$ cat config.mk
export PLATFORM = sky130hd
export DESIGN_NAME = pipe_hazard_ctrl_flat
export DESIGN_NICKNAME = d
export VERILOG_FILES = /design/src/rtl/pipe_hazard_ctrl_if.sv /design/src/rtl/pipe_hazard_ctrl.sv /design/src/flat_wrapper.sv
export SDC_FILE = /design/constraint.sdc
export NUM_CORES = 1
export LEC_CHECK = 0
export BUFFER_PORTS_ARGS = -buffer_cell sky130_fd_sc_hd__buf_4
export CORE_AREA = 4 4 64 51
export CTS_CLUSTER_SIZE = 30
export DETAILED_ROUTE_END_ITERATION = 7
export DIE_AREA = 0 0 68 55
export PLACE_DENSITY = 0.7
export SLEW_MARGIN = 20
export SYNTH_ARGS = -nofsm -noshare
export SYNTH_HDL_FRONTEND = slang
export SYNTH_SLANG_ARGS = --single-unit
$ cat constraint.sdc
create_clock -name clk -period 1.7 [get_ports clk]
set_clock_uncertainty 0.15 [all_clocks]
set_input_delay 0.34 -clock clk [delete_from_list [all_inputs] [get_ports clk]]
set_output_delay 0.34 -clock clk [all_outputs]
set_load 0.03 [all_outputs]
$ cat src/rtl/pipe_hazard_ctrl_if.sv
// =============================================================================
//  Module   : pipe_hazard_ctrl_if
//  Brief    : Hazard inputs and stall/flush controls of pipe_hazard_ctrl.
//             Optional STALL_PERF_EN adds the stall performance counters.
//  Revision : 1.0
// =============================================================================
`default_nettype none

interface pipe_hazard_ctrl_if;
    logic       MemReadEX;
    logic [4:0] rfile_wnEX;
    logic [4:0] rsID;
    logic [4:0] rtID;
    logic       useRtID;
    logic       branch_takenEX;
    logic       dmem_req;
    logic       dmem_ready;
    logic       dbg_halt;
    logic       dbg_step;

    logic       pc_en;
    logic       en_IFID;
    logic       en_IDEX;
    logic       en_EXMEM;
    logic       en_MEMWB;
    logic       flush_IFID;
    logic       flush_IDEX;
    logic       bubble_MEMWB;
    logic       halted;
    logic       mem_err;
    logic [2:0] state;
`ifdef STALL_PERF_EN
    logic [31:0] cnt_lu;
    logic [31:0] cnt_mem;
    logic [31:0] cnt_flush;
`endif

    // Controller side: consumes hazard status, drives the pipeline controls.
    modport master (
        input  MemReadEX, rfile_wnEX, rsID, rtID, useRtID, branch_takenEX,
        input  dmem_req, dmem_ready, dbg_halt, dbg_step,
        output pc_en, en_IFID, en_IDEX, en_EXMEM, en_MEMWB,
        output flush_IFID, flush_IDEX, bubble_MEMWB, halted, mem_err, state
`ifdef STALL_PERF_EN
        , output cnt_lu, cnt_mem, cnt_flush
`endif
    );

    // Datapath side.
    modport slave (
        output MemReadEX, rfile_wnEX, rsID, rtID, useRtID, branch_takenEX,
        output dmem_req, dmem_ready, dbg_halt, dbg_step,
        input  pc_en, en_IFID, en_IDEX, en_EXMEM, en_MEMWB,
        input  flush_IFID, flush_IDEX, bubble_MEMWB, halted, mem_err, state
`ifdef STALL_PERF_EN
        , input cnt_lu, cnt_mem, cnt_flush
`endif
    );
endinterface

`default_nettype wire

$ cat src/rtl/pipe_hazard_ctrl.sv
// =============================================================================
//  Module   : pipe_hazard_ctrl
//  Brief    : Stall/flush controller for the 5-stage pipeline (load-use,
//             branch flush, dmem wait with timeout, debug halt/step).
//             Optional macro STALL_PERF_EN adds saturating stall counters.
//  Revision : 1.0
// =============================================================================
`default_nettype none

module pipe_hazard_ctrl #(
    parameter int MEM_TIMEOUT = 64,
    parameter int CNT_W       = 8
) (
    input  logic                 clk,
    input  logic                 reset,
    pipe_hazard_ctrl_if.master   hz
);

    localparam logic [2:0] c_RUN      = 3'd0;
    localparam logic [2:0] c_MEM_WAIT = 3'd1;
    localparam logic [2:0] c_HALTED   = 3'd2;
    localparam logic [2:0] c_STEP     = 3'd3;
    localparam logic [2:0] c_ERR      = 3'd4;

    localparam logic [CNT_W-1:0] c_TIMEOUT = CNT_W'(MEM_TIMEOUT);

    logic [2:0]       r_state;
    logic [CNT_W-1:0] r_waitCnt;
    logic             r_memErr;
    logic             r_halted;

    logic [2:0]       w_stateNxt;
    logic [CNT_W-1:0] w_waitCntNxt;
    logic [CNT_W-1:0] w_waitCntInc;
    logic             w_memErrNxt;

    logic w_lu, w_ms, w_active;
    logic w_pcEn, w_enIfId, w_enIdEx, w_enExMem, w_enMemWb;
    logic w_flushIfId, w_flushIdEx, w_bubbleMemWb;

    assign w_lu = hz.MemReadEX && (hz.rfile_wnEX != 5'd0) &&
                  ((hz.rfile_wnEX == hz.rsID) ||
                   (hz.useRtID && (hz.rfile_wnEX == hz.rtID)));
    assign w_ms = hz.dmem_req && !hz.dmem_ready;

    assign w_active = (r_state == c_RUN) || (r_state == c_MEM_WAIT) ||
                      (r_state == c_STEP);

    assign w_waitCntInc = r_waitCnt + 1'b1;

    // Pipeline controls are combinational so a stall takes effect the same cycle.
    always_comb begin
        w_pcEn        = 1'b0;
        w_enIfId      = 1'b0;
        w_enIdEx      = 1'b0;
        w_enExMem     = 1'b0;
        w_enMemWb     = 1'b0;
        w_flushIfId   = 1'b0;
        w_flushIdEx   = 1'b0;
        w_bubbleMemWb = 1'b0;
        if (!reset) begin
            if (w_active) begin
                if (w_ms) begin
                    w_enMemWb     = 1'b1;
                    w_bubbleMemWb = 1'b1;
                end else if (hz.branch_takenEX) begin
                    w_pcEn      = 1'b1;
                    w_enIfId    = 1'b1;
                    w_enIdEx    = 1'b1;
                    w_enExMem   = 1'b1;
                    w_enMemWb   = 1'b1;
                    w_flushIfId = 1'b1;
                    w_flushIdEx = 1'b1;
                end else if (w_lu) begin
                    w_enIdEx    = 1'b1;
                    w_flushIdEx = 1'b1;
                    w_enExMem   = 1'b1;
                    w_enMemWb   = 1'b1;
                end else begin
                    w_pcEn    = 1'b1;
                    w_enIfId  = 1'b1;
                    w_enIdEx  = 1'b1;
                    w_enExMem = 1'b1;
                    w_enMemWb = 1'b1;
                end
            end else if (r_state == c_ERR) begin
                w_bubbleMemWb = 1'b1;
            end
        end
    end

    always_comb begin
        w_stateNxt   = r_state;
        w_waitCntNxt = r_waitCnt;
        w_memErrNxt  = r_memErr;
        case (r_state)
            c_RUN: begin
                if (w_ms) begin
                    w_stateNxt   = c_MEM_WAIT;
                    w_waitCntNxt = {{(CNT_W-1){1'b0}}, 1'b1};
                end else if (hz.dbg_halt) begin
                    w_stateNxt = c_HALTED;
                end
            end
            c_MEM_WAIT: begin
                // A halt request is only honoured once the access completes.
                if (hz.dmem_ready) begin
                    w_stateNxt   = hz.dbg_halt ? c_HALTED : c_RUN;
                    w_waitCntNxt = '0;
                end else begin
                    w_waitCntNxt = w_waitCntInc;
                    if (w_waitCntInc >= c_TIMEOUT) begin
                        w_stateNxt  = c_ERR;
                        w_memErrNxt = 1'b1;
                    end
                end
            end
            c_HALTED: begin
                if (hz.dbg_step) begin
                    w_stateNxt = c_STEP;
                end else if (!hz.dbg_halt) begin
                    w_stateNxt = c_RUN;
                end
            end
            c_STEP: begin
                if (w_ms) begin
                    w_stateNxt   = c_MEM_WAIT;
                    w_waitCntNxt = {{(CNT_W-1){1'b0}}, 1'b1};
                end else begin
                    w_stateNxt = c_HALTED;
                end
            end
            c_ERR: begin
                w_stateNxt = c_ERR;
            end
            default: begin
                w_stateNxt = c_RUN;
            end
        endcase
    end

    always_ff @(posedge clk) begin
        if (reset) begin
            r_state   <= c_RUN;
            r_waitCnt <= '0;
            r_memErr  <= 1'b0;
            r_halted  <= 1'b0;
        end else begin
            r_state   <= w_stateNxt;
            r_waitCnt <= w_waitCntNxt;
            r_memErr  <= w_memErrNxt;
            r_halted  <= (w_stateNxt == c_HALTED);
        end
    end

    assign hz.pc_en        = w_pcEn;
    assign hz.en_IFID      = w_enIfId;
    assign hz.en_IDEX      = w_enIdEx;
    assign hz.en_EXMEM     = w_enExMem;
    assign hz.en_MEMWB     = w_enMemWb;
    assign hz.flush_IFID   = w_flushIfId;
    assign hz.flush_IDEX   = w_flushIdEx;
    assign hz.bubble_MEMWB = w_bubbleMemWb;
    assign hz.halted       = r_halted;
    assign hz.mem_err      = r_memErr;
    assign hz.state        = r_state;

`ifdef STALL_PERF_EN
    logic [31:0] r_cntLu;
    logic [31:0] r_cntMem;
    logic [31:0] r_cntFlush;
    logic        w_winLu, w_winMem, w_winFlush;

    // The winning cause is recovered from the control pattern it produced.
    assign w_winMem   = w_active && w_bubbleMemWb;
    assign w_winFlush = w_flushIfId;
    assign w_winLu    = w_flushIdEx && !w_flushIfId;

    always_ff @(posedge clk) begin
        if (reset) begin
            r_cntLu    <= '0;
            r_cntMem   <= '0;
            r_cntFlush <= '0;
        end else begin
            if (w_winLu && (r_cntLu != 32'hFFFF_FFFF))
                r_cntLu <= r_cntLu + 32'd1;
            if (w_winMem && (r_cntMem != 32'hFFFF_FFFF))
                r_cntMem <= r_cntMem + 32'd1;
            if (w_winFlush && (r_cntFlush != 32'hFFFF_FFFF))
                r_cntFlush <= r_cntFlush + 32'd1;
        end
    end

    assign hz.cnt_lu    = r_cntLu;
    assign hz.cnt_mem   = r_cntMem;
    assign hz.cnt_flush = r_cntFlush;
`endif

endmodule

`default_nettype wire

$ cat src/flat_wrapper.sv
// flat-port wrapper written by rule: the top's interface ports become plain ports
module pipe_hazard_ctrl_flat 
#(
    parameter int MEM_TIMEOUT = 64,
    parameter int CNT_W       = 8
)
  (clk, reset, hz_MemReadEX, hz_rfile_wnEX, hz_rsID, hz_rtID, hz_useRtID, hz_branch_takenEX, hz_dmem_req, hz_dmem_ready, hz_dbg_halt, hz_dbg_step, hz_pc_en, hz_en_IFID, hz_en_IDEX, hz_en_EXMEM, hz_en_MEMWB, hz_flush_IFID, hz_flush_IDEX, hz_bubble_MEMWB, hz_halted, hz_mem_err, hz_state);
  pipe_hazard_ctrl_if hz_i ();
  input  logic clk;
  input  logic reset;
  input wire logic [$bits(hz_i.MemReadEX)-1:0] hz_MemReadEX;
  input wire logic [$bits(hz_i.rfile_wnEX)-1:0] hz_rfile_wnEX;
  input wire logic [$bits(hz_i.rsID)-1:0] hz_rsID;
  input wire logic [$bits(hz_i.rtID)-1:0] hz_rtID;
  input wire logic [$bits(hz_i.useRtID)-1:0] hz_useRtID;
  input wire logic [$bits(hz_i.branch_takenEX)-1:0] hz_branch_takenEX;
  input wire logic [$bits(hz_i.dmem_req)-1:0] hz_dmem_req;
  input wire logic [$bits(hz_i.dmem_ready)-1:0] hz_dmem_ready;
  input wire logic [$bits(hz_i.dbg_halt)-1:0] hz_dbg_halt;
  input wire logic [$bits(hz_i.dbg_step)-1:0] hz_dbg_step;
  output wire logic [$bits(hz_i.pc_en)-1:0] hz_pc_en;
  output wire logic [$bits(hz_i.en_IFID)-1:0] hz_en_IFID;
  output wire logic [$bits(hz_i.en_IDEX)-1:0] hz_en_IDEX;
  output wire logic [$bits(hz_i.en_EXMEM)-1:0] hz_en_EXMEM;
  output wire logic [$bits(hz_i.en_MEMWB)-1:0] hz_en_MEMWB;
  output wire logic [$bits(hz_i.flush_IFID)-1:0] hz_flush_IFID;
  output wire logic [$bits(hz_i.flush_IDEX)-1:0] hz_flush_IDEX;
  output wire logic [$bits(hz_i.bubble_MEMWB)-1:0] hz_bubble_MEMWB;
  output wire logic [$bits(hz_i.halted)-1:0] hz_halted;
  output wire logic [$bits(hz_i.mem_err)-1:0] hz_mem_err;
  output wire logic [$bits(hz_i.state)-1:0] hz_state;
  assign hz_i.MemReadEX = hz_MemReadEX;
  assign hz_i.rfile_wnEX = hz_rfile_wnEX;
  assign hz_i.rsID = hz_rsID;
  assign hz_i.rtID = hz_rtID;
  assign hz_i.useRtID = hz_useRtID;
  assign hz_i.branch_takenEX = hz_branch_takenEX;
  assign hz_i.dmem_req = hz_dmem_req;
  assign hz_i.dmem_ready = hz_dmem_ready;
  assign hz_i.dbg_halt = hz_dbg_halt;
  assign hz_i.dbg_step = hz_dbg_step;
  assign hz_pc_en = hz_i.pc_en;
  assign hz_en_IFID = hz_i.en_IFID;
  assign hz_en_IDEX = hz_i.en_IDEX;
  assign hz_en_EXMEM = hz_i.en_EXMEM;
  assign hz_en_MEMWB = hz_i.en_MEMWB;
  assign hz_flush_IFID = hz_i.flush_IFID;
  assign hz_flush_IDEX = hz_i.flush_IDEX;
  assign hz_bubble_MEMWB = hz_i.bubble_MEMWB;
  assign hz_halted = hz_i.halted;
  assign hz_mem_err = hz_i.mem_err;
  assign hz_state = hz_i.state;
  pipe_hazard_ctrl #(.MEM_TIMEOUT(MEM_TIMEOUT), .CNT_W(CNT_W)) u_core (.clk(clk), .reset(reset), .hz(hz_i));
endmodule
==> results of run 1 <==
sequential cells by signal, summed over array words and instances, names as in the netlist:
name and count:
u_core.hz.halted 1, u_core.hz.mem_err 1, u_core.r_waitCnt 8, u_core.hz.state 3
what timing repair did:
item	CTS	global route
setup endpoints to repair	14	19
pin swaps	14	13
gates cloned	0	1
setup buffers	5	2
gates resized for setup	32	30
cell type report:
type	count	area (sq um)
clock buffers	4	26.3
repair buffers	71	609
inverters	4	17.5
multi-input cells	93	843
flip-flops and latches	13	278
well taps	36	45.0
fillers	189	783
cells in the mapped netlist (2+ instances only):
cell,count
a2111oi_0,2
a211oi_1,2
a21oi_1,6
a311oi_1,3
and2_1,2
buf_4,3
clkbuf_1,3
dfxtp_1,13
inv_1,4
nand2_1,10
nand2b_1,2
nand3_1,3
nand4_1,2
nor2_1,7
nor3_1,2
nor4_1,2
o21ai_0,6
o21bai_1,2
o31ai_1,2
or4_1,4
xor2_1,9
per-layer routing:
metal	GRT usage, %	vias to the layer above	wire length, um
met5	0	-	0
met4	7.26	0	251
met3	8.08	27	293
met2	35.7	77	2030
met1	24.0	594	1580
li1	-	586	-
power by group:
| part | switching, mW | total, mW | internal, mW |
|---|---|---|---|
| logic | 0.194 | 0.390 | 0.196 |
| clock network | 0.109 | 0.200 | 0.0913 |
| registers | 0.00916 | 0.320 | 0.310 |
| total | 0.312 | 0.910 | 0.598 |
layout by cell type, fill, tap and decap left out, types with 2 or more instances in the layout:
master     n
dfxtp_1    7
xor2_1     9
or4_1      2
nand3_1    2
dfxtp_2    2
a21oi_1    2
nor2_1     5
a311oi_1   3
clkbuf_4   3
a21oi_2    4
o21ai_1    2
nand2b_1   2
o21ai_0    2
nor2_2     2
o21ai_2    2
buf_4     49
nand2_1    9
dfxtp_4    4
nand4_1    2
inv_1      3
buf_6     21
a211oi_2   3
or4_4      3
final timing paths:
check	start	end	slack [ps]	depth (start not counted)
worst max-delay path	hz_rtID[4]	hz_pc_en	-360	6
worst min-delay path	hz_dbg_step	u_core.hz.halted	110	2
worst max register to register	u_core.hz.state[0]	u_core.r_waitCnt[2]	-80	5
worst min register to register	u_core.hz.mem_err	u_core.hz.mem_err	340	1
cells by family (layout without fill, tap and decap cells):
group / Yosys count / after routing / synth area share [%]
fa+ha+maj: 2 / 2 / 2.47
compound gates: 36 / 36 / 27.1
simple gates: 43 / 43 / 26.5
flops: 13 / 13 / 27.0
mux: 2 / 2 / 2.21
buf+inv: 11 / 79 / 5.58
xor+xnor: 10 / 10 / 9.09
stage by stage:
step | TNS, ps | power (mW) | setup WS [ps] | hold slack, ps
finish | -1690 | 0.910 | -361 | 108
global route | -2280 | 0.948 | -407 | 113
CTS | -1600 | 0.879 | -348 | 110
detailed placement | -2010 | 0.639 | -372 | 310
global placement | -1630 | 0.631 | -349 | 317
floorplan | -2480 | 0.490 | -611 | 305
worst reg2reg max path: cells and delay by family (launching register included):
kind,cells,cell delay (ps)
simple gates,1,440
compound gates,1,190
fa+ha+maj,1,360
buf+inv,2,170
flops,1,390
==> summary.md, run 1 <==
| Metric | Value |
|---|---|
| Clock transition at path regs | 80 ps |
| MaxCap Viol Count | 0 |
| First-pass DRT Iterations | 4 |
| Peak Freq | just under 500 MHz |
| Vias | around 1,300 |
| Die Span X | 68 um |
| PortBufs | 36 |
| Number of library cell types mapped by synthesis | 49 |
| GP Congestion | between 0.7 and 0.8 |
| Final Hold Fails | 0 |
| # nets final | 211 |
| Number of synthesized flops with an enable pin | 0 |
| Total die area | 3740 sq um |
| Clk sinks | 13 |
| Clk Latency, worst-skew pair | slightly below 300 ps |
| Cell Chain, Critical Path | buf_6, xor2_1, nor4_1, a32oi_1, o31a_1, buf_6 |
| Clock root cell | clkbuf_4 |
| Global-route usage over all layers | a little over a fifth |
| Largest delay share family, worst path | compound AO/OA/AOI/OAI gates |
| Sequential element share of the synthesized area | 27.0% |
| Global route overflow | 0 |
| Synthesized flop and latch total | 13 |
| # rows | 16 |
| Period Utilization, post-route | 121% |
| Worst setup margin | -361 ps |
| Ant. Diodes | 0 |
| Vias per inst | 5.81 |
| Syn-to-layout area delta | 88.8% |
| Slew Viols, Final | 0 |
| Fraction of layout instances using a drive strength above 1 | 61.6% |
| Drt first-iter violations | 89 |
| Synthesized area | 963 sq um |
| Avg Inst Size Synth | 8.23 sq um |
| Arr. time, crit path | 1570 ps |
| Worst path required time | approximately 1200 ps |
| WL per Instance | 18.8 um |
| Post-route minimum period | 2060 ps |
| # IOs | 37 |
| Startpoint Class | input port |
| Post-route cell area | ~1800 sq um |
| Hold Crit Class | input port to flop |
| Max stage delay on crit path | 340 ps |
| Routed Antenna Nets | 0 |
| Core area | 2600 sq um |
| Top-area cell type share of the netlist area | approximately 27% |
| Slowest CP cell | o31a_1 |
| TritonCTS clock tree | done |
| Inserted Clock Buffers | 3 |
| Placed wire-length estimate | ~2600 um |
| Worst Tran Pin Value | 335 ps |
| WS Path Type | input port to output port |
| WP buf/inv | 2 |
| Ys Warns | 0 |
| Top cells by area, synth | dfxtp_1, xor2_1, nand2_1 |
| Unrepaired setup endpoints after global routing | true |
| Worst path most repeated cell | buf_6 |
| CTS Hold Bufs | 0 |
| Top FF cell, synth | dfxtp_1 |
| Crit path max fanout | 2 |
| DRC Markers | 0 |
| Placed cell area | 1520 sq um |
| Initial antenna violation count | 0 |
| Outcome | finished, violations left |
| CP endpoint kind | output port |
| Leakage | a little over 0.7 nW |
| Gate Count Post-Synth | about 120 |
| CTS HTree Levels | 1 |
| Chip height | ~55 um |
| Effective utilization at floorplan | 37.0% |
| Relative slew slack | 77.6% |
| VDD IR max | a little under 0.4 mV |
| Largest net degree at the start of global routing | 14 |
| Syn nets | 142 |
| Inst Count DP | 210 |
| Violated checks | setup timing |
| First-pass GRT wire length | 5730 um |
| Final Util | 69.9% |
| Vias in the first global route | 1,226 |
| Longest Clk Path Bufs | 2 |
| Fin cells | 221 |
| Async SR Flop Fraction | 0% |
| PwrDens | between 500 and 600 nW/um^2 |
| Setup violators final | 11 |
| Routed WL | 4150 um |
| Area leader, netlist | dfxtp_1 |
Power figures use the tool's default switching activity.
==> run 2: changes to the inputs <==
Settings changed: GPL_TIMING_DRIVEN from default to 0.
==> run 2 against run 1 <==
Fmax shrank 1.4%. Cell count shrank 2.3%. Worst setup slack worse by 30 ps. Register-to-register slack got worse by 100 ps. Sequential power barely moved. The run still ends with setup timing left. Largest cell class unchanged. Power up 1.2%.
==> summary.md, run 2 (synthesis gave the netlist of run 1 again) <==
| Metric | Value |
|---|---|
| Outcome | finished, violations left |
| Violated checks | setup timing |
| Met2 WL | approximately 1800 um |
| Core area | 2600 sq um |
| Die Span X | 68 um |
| Critical R2R Capture | u_core.r_waitCnt[3] |
| Arr. time, crit path | between 1500 and 2000 ps |
| Largest register FFs | 8 |
| Relative slew slack | about four fifths |
| TritonCTS clock tree | done |
| Initial antenna violation count | 0 |
| Power, Total | 0.921 mW |
| # IOs | 37 |
| Ant. Diodes | 0 |
| Inst Count DP | about 190 |
| WP buf/inv | 3 |
| Most common cell after layout, fill and taps aside | buf_4 |
| GP Congestion | between 0.8 and 0.9 |
| Vias | 1,210 |
| Sum of negative setup slack | -2160 ps |
| Cell Chain, Critical Path | buf_6, xor2_1, nor4_1, a32oi_1, o31a_1, buf_6, buf_6 |
| Critical Path Stages | 7 |
| Leakage | ~0.70 nW |
| First-pass DRT Iterations | 4 |
| CP endpoint kind | output port |
| Slew Viols, Final | 0 |
| Drt first-iter violations | 98 |
| DRC Markers | 0 |
| Global route overflow | 0 |
| Routed Antenna Nets | 0 |
| Post-route minimum period | 2090 ps |
| VDD IR max | 0.255 mV |
| Vias in the first global route | 1,102 |
| Origin of the worst setup path | hz_rfile_wnEX[1] |
| CP endpoint | hz_pc_en |
| CTS HTree Levels | 1 |
| Largest delay share family, worst path | compound AO/OA/AOI/OAI gates |
| Placed wire-length estimate | approximately 2200 um |
| Worst r2r path cells | 5 |
| Unrepaired setup endpoints after global routing | true |
| PwrDens | slightly above 500 nW/um^2 |
| Syn-to-layout area delta | 89.4% |
| Inserted Clock Buffers | 3 |
| Fin cells | 216 |
| Startpoint Class | input port |
| Fraction of layout instances using a drive strength above 1 | between 60% and 70% |
| Chip height | 55 um |
| Setup violators final | 14 |
| Vias per inst | 5.60 |
| Metal-1 WL | ~1600 um |
| Most frequent cells in the layout | buf_4, buf_6, xor2_1, nand2_1, dfxtp_2 |
| PortBufs | 36 |
| Metal3 WL | roughly 200 um |
| Biggest register | u_core.r_waitCnt |
| Longest Clk Path Bufs | 2 |
| WS Path Type | input port to output port |
| Worst path required time | 1210 ps |
| Effective utilization at floorplan | around 37% |
| Clock root cell | clkbuf_4 |
| Clk sinks | 13 |
| Routed WL | roughly 3700 um |
| Max Used Layer | met4 |
| MaxCap Viol Count | 0 |
| Largest net degree at the start of global routing | 11 |
| Worst Tran Pin Value | between 300 and 400 ps |
| Period Utilization, post-route | 123% |
| # rows | 16 |
| Final Hold Fails | 0 |
| Worst setup margin | -390 ps |
| Total die area | 3740 sq um |
| Clk Latency, worst-skew pair | 290 ps |
| Flop2flop setup slack | -180 ps |
| WL per Instance | 17.1 um |
| Slowest CP cell | o31a_1 |
| Global-route usage over all layers | 19.1% |
| Max stage delay on crit path | 340 ps |
| # nets final | ~200 |
| Hold Crit Class | input port to flop |
| Clock transition at path regs | 90 ps |
| First-pass GRT wire length | 5190 um |
| Crit path max fanout | 3 |
| Worst path most repeated cell | buf_6 |
| R2R Path Start | u_core.hz.state[1] |
| Peak Freq | about 480 MHz |
| Hold depth | 2 |
run 2: changes by cell type in the layout (fill, tap and decap cells not counted), sizes merged:
| cell | previous run | this run |
|---|---|---|
| buf | 71 | 64 |
| clkbuf | 4 | 6 |
run 2: what timing repair did:
item,CTS,global route
setup buffers,16,9
hold buffers,0,0
cloned,0,1
pin swaps,17,17
setup endpoints to repair,19,18
gates resized for setup,45,23
run 2: worst min path at each step:
stage	from	to	slack, ps
final	hz_dbg_step	u_core.hz.halted	120
after global routing	hz_dbg_step	u_core.hz.halted	120
after CTS	hz_dbg_step	u_core.hz.halted	110
after detailed placement	u_core.hz.mem_err	u_core.hz.mem_err	330
after global placement	u_core.hz.mem_err	u_core.hz.mem_err	310
after floorplan	hz_dbg_step	u_core.hz.halted	310
run 2: metal layers:
metal / GRT usage, % / up-vias
li1: - / 574
met1: 24.4 / 585
met2: 30.7 / 40
met3: 6.87 / 11
met4: 4.95 / 0
met5: 0 / -
run 2: report_power, final:
| part | switching [mW] | leakage [nW] | total (mW) | internal [mW] |
|---|---|---|---|---|
| combinational | 0.189 | 0.572 | 0.395 | 0.205 |
| sequential | 0.0102 | 0.111 | 0.321 | 0.311 |
| clock | 0.114 | 0.0150 | 0.205 | 0.0913 |
run 2: area by class of cell:
cell class / count / area, sq um
Buffer: 5 / 66.3
Multi-Input combinational cell: 93 / 841
Tap cell: 36 / 45.0
Inverter: 4 / 15.0
Sequential cell: 13 / 282
Fill cell: 196 / 778
Clock buffer: 4 / 26.3
Timing Repair Buffer: 61 / 549
run 2: per-stage QoR:
step	hold WS, ps	util [%]	cell area, sq um	setup WS, ps
after floorplan	305	-	1040	-611
after global placement	312	52.2	1360	-443
after detailed placement	330	52.2	1360	-481
after CTS	109	64.4	1680	-395
after global routing	115	70.1	1820	-479
final	124	70.1	1820	-390
run 2: worst reg2reg max path, cell delays in order, from the launching register on:
cell	delay (ps)
dfxtp_4	360
buf_6	110
buf_6	120
maj3_2	330
or4_4	520
a211oi_2	210
==> run 3: changes to the inputs <==
Settings changed: CORE_AREA 4 4 64 51 to 4 4 77 61, DIE_AREA 0 0 68 55 to 0 0 81 65, PLACE_DENSITY 0.7 to 0.52.
==> run 3 against run 2 <==
The flow still finishes with violations (setup timing). Cell area is 2.7% lower. First-iteration DRC count is 58% lower. Non-clock buffer count decreased by 7. Critical path type unchanged. Largest cell class unchanged.
==> summary.md, run 3 (synthesis gave the netlist of run 1 again) <==
| Metric | Value |
|---|---|
| MaxCap Viol Count | 0 |
| # IOs | 37 |
| Worst setup margin | -401 ps |
| Vias in the first global route | 1,153 |
| Relative slew slack | between 70% and 80% |
| WP buf/inv | 3 |
| PwrDens | 538 nW/um^2 |
| Syn-to-layout area delta | 84.3% |
| Largest net degree at the start of global routing | 11 |
| Min Hold Slack | between 100 and 150 ps |
| Period Utilization, post-route | 124% |
| Clk sinks | 13 |
| Effective utilization at floorplan | 24.4% |
| Final Util | 44.9% |
| Largest register FFs | 8 |
| Worst path required time | 1210 ps |
| Hold Crit Class | input port to flop |
| Leakage | 0.666 nW |
| First-pass GRT wire length | 5660 um |
| Setup violators final | 8 |
| Drt first-iter violations | 41 |
| Worst Tran Pin Value | 311 ps |
| Core area | 3950 sq um |
| Global-route usage over all layers | 13.8% |
| Max stage delay on crit path | 340 ps |
| Area occupied by multi-input gates | 823 sq um |
| DRC Markers | 0 |
| CP endpoint kind | output port |
| Post-route minimum period | 2100 ps |
| Startpoint Class | input port |
| Worst path most repeated cell | buf_6 |
| WS Path Type | input port to output port |
| GP Congestion | 0.868 |
| Unrepaired setup endpoints after global routing | true |
| Longest Clk Path Bufs | 2 |
| Final Hold Fails | 0 |
| Flop2flop setup slack | -40 ps |
| Vias | about 1,100 |
| Slew Viols, Final | 0 |
| Ant. Diodes | 0 |
| Slowest CP cell | o31a_1 |
| Vias per inst | 4.98 |
| Biggest register | u_core.r_waitCnt |
| Total die area | 5270 sq um |
| Routed WL | 3480 um |
| Dpl ws | -484 ps |
| VDD IR max | about 0.22 mV |
| Outcome | finished, violations left |
| CTS HTree Levels | 1 |
| Peak Freq | 476 MHz |
| Placed wire-length estimate | 2390 um |
| TritonCTS clock tree | done |
| PortBufs | 36 |
| WL per Instance | 15.3 um |
| Filler Cell Count | 384 |
| Inserted Clock Buffers | 3 |
| Placed cell area | about 1400 sq um |
| First-pass DRT Iterations | 4 |
| Clock root cell | clkbuf_8 |
| Largest delay share family, worst path | compound AO/OA/AOI/OAI gates |
| Routed Antenna Nets | 0 |
| Post-route cell area | 1780 sq um |
| Sequential cell area | 284 sq um |
| Crit path max fanout | 2 |
| Most frequent cells in the layout | buf_4, buf_6, xor2_1, nand2_1 |
| Global route overflow | 0 |
| Arr. time, crit path | around 1600 ps |
| Initial antenna violation count | 0 |
| Clock transition at path regs | about 60 ps |
| # nets final | 199 |
| Chip height | 65 um |
| # rows | 20 |
| Most common cell after layout, fill and taps aside | buf_4 |
| Die Span X | 81 um |
| Clk Latency, worst-skew pair | 250 ps |
| Violated checks | setup timing |
| Cell Chain, Critical Path | buf_6, xor2_1, nor4_1, a32oi_1, o31a_1, buf_6, buf_6 |
| Fraction of layout instances using a drive strength above 1 | about 59% |
## run 3: changes by cell type in the layout (fill, tap and decap cells not counted), moves of 2 or more
cell      delta
buf_6        -7
clkbuf_4     -3
clkbuf_8     +3
buf_8        +2
## run 3: metrics by stage
stage	setup TNS [ps]	instances	power, mW
after floorplan	-2480	117	0.490
after global placement	-3610	208	0.602
after detailed placement	-3690	208	0.605
after CTS	-1580	225	0.941
after global routing	-1890	228	1.00
final	-1410	228	0.955
## run 3: final timing paths
path                      start                  end  cells after the start
max                  hz_rtID[3]             hz_pc_en                      7
min                 hz_dbg_step     u_core.hz.halted                      2
max reg2reg  u_core.hz.state[1]  u_core.r_waitCnt[2]                      4
min reg2reg   u_core.hz.mem_err    u_core.hz.mem_err                      1
## run 3: final cells by class
type / count / share of cell area (%)
Buffer: 4 / 3.10
Clock buffer: 4 / 2.54
Inverter: 4 / 0.846
Multi-Input combinational cell: 93 / 46.4
Sequential cell: 13 / 16.0
Tap cell: 55 / 3.88
Timing Repair Buffer: 55 / 27.3
## run 3: report_power, final
group          internal, mW  leakage, nW  switching, mW  total [mW]
Clock                 0.166       0.0228          0.120       0.286
Sequential            0.311        0.111         0.0134       0.324
Combinational         0.175        0.532          0.170       0.345
Total                 0.652        0.666          0.303       0.955
## run 3: metal layers
layer / track usage, % / wire [um] / vias up
met5: 0 / 0 / -
met4: 3.16 / 31 / 0
met3: 3.89 / 168 / 5
met2: 22.1 / 1740 / 26
met1: 18.1 / 1540 / 551
li1: - / - / 554
## run 3: repair_timing
action	in CTS	in global routing
pin swaps	14	15
setup buffers	18	3
hold buffers	0	0
setup endpoints to repair	19	18
resized for setup	38	23
## run 3: worst register-to-register path, cell delays in order (launching register included)
cell	delay [ps]
dfxtp_4	350
buf_6	120
maj3_2	340
or4_4	530
a211oi_2	180
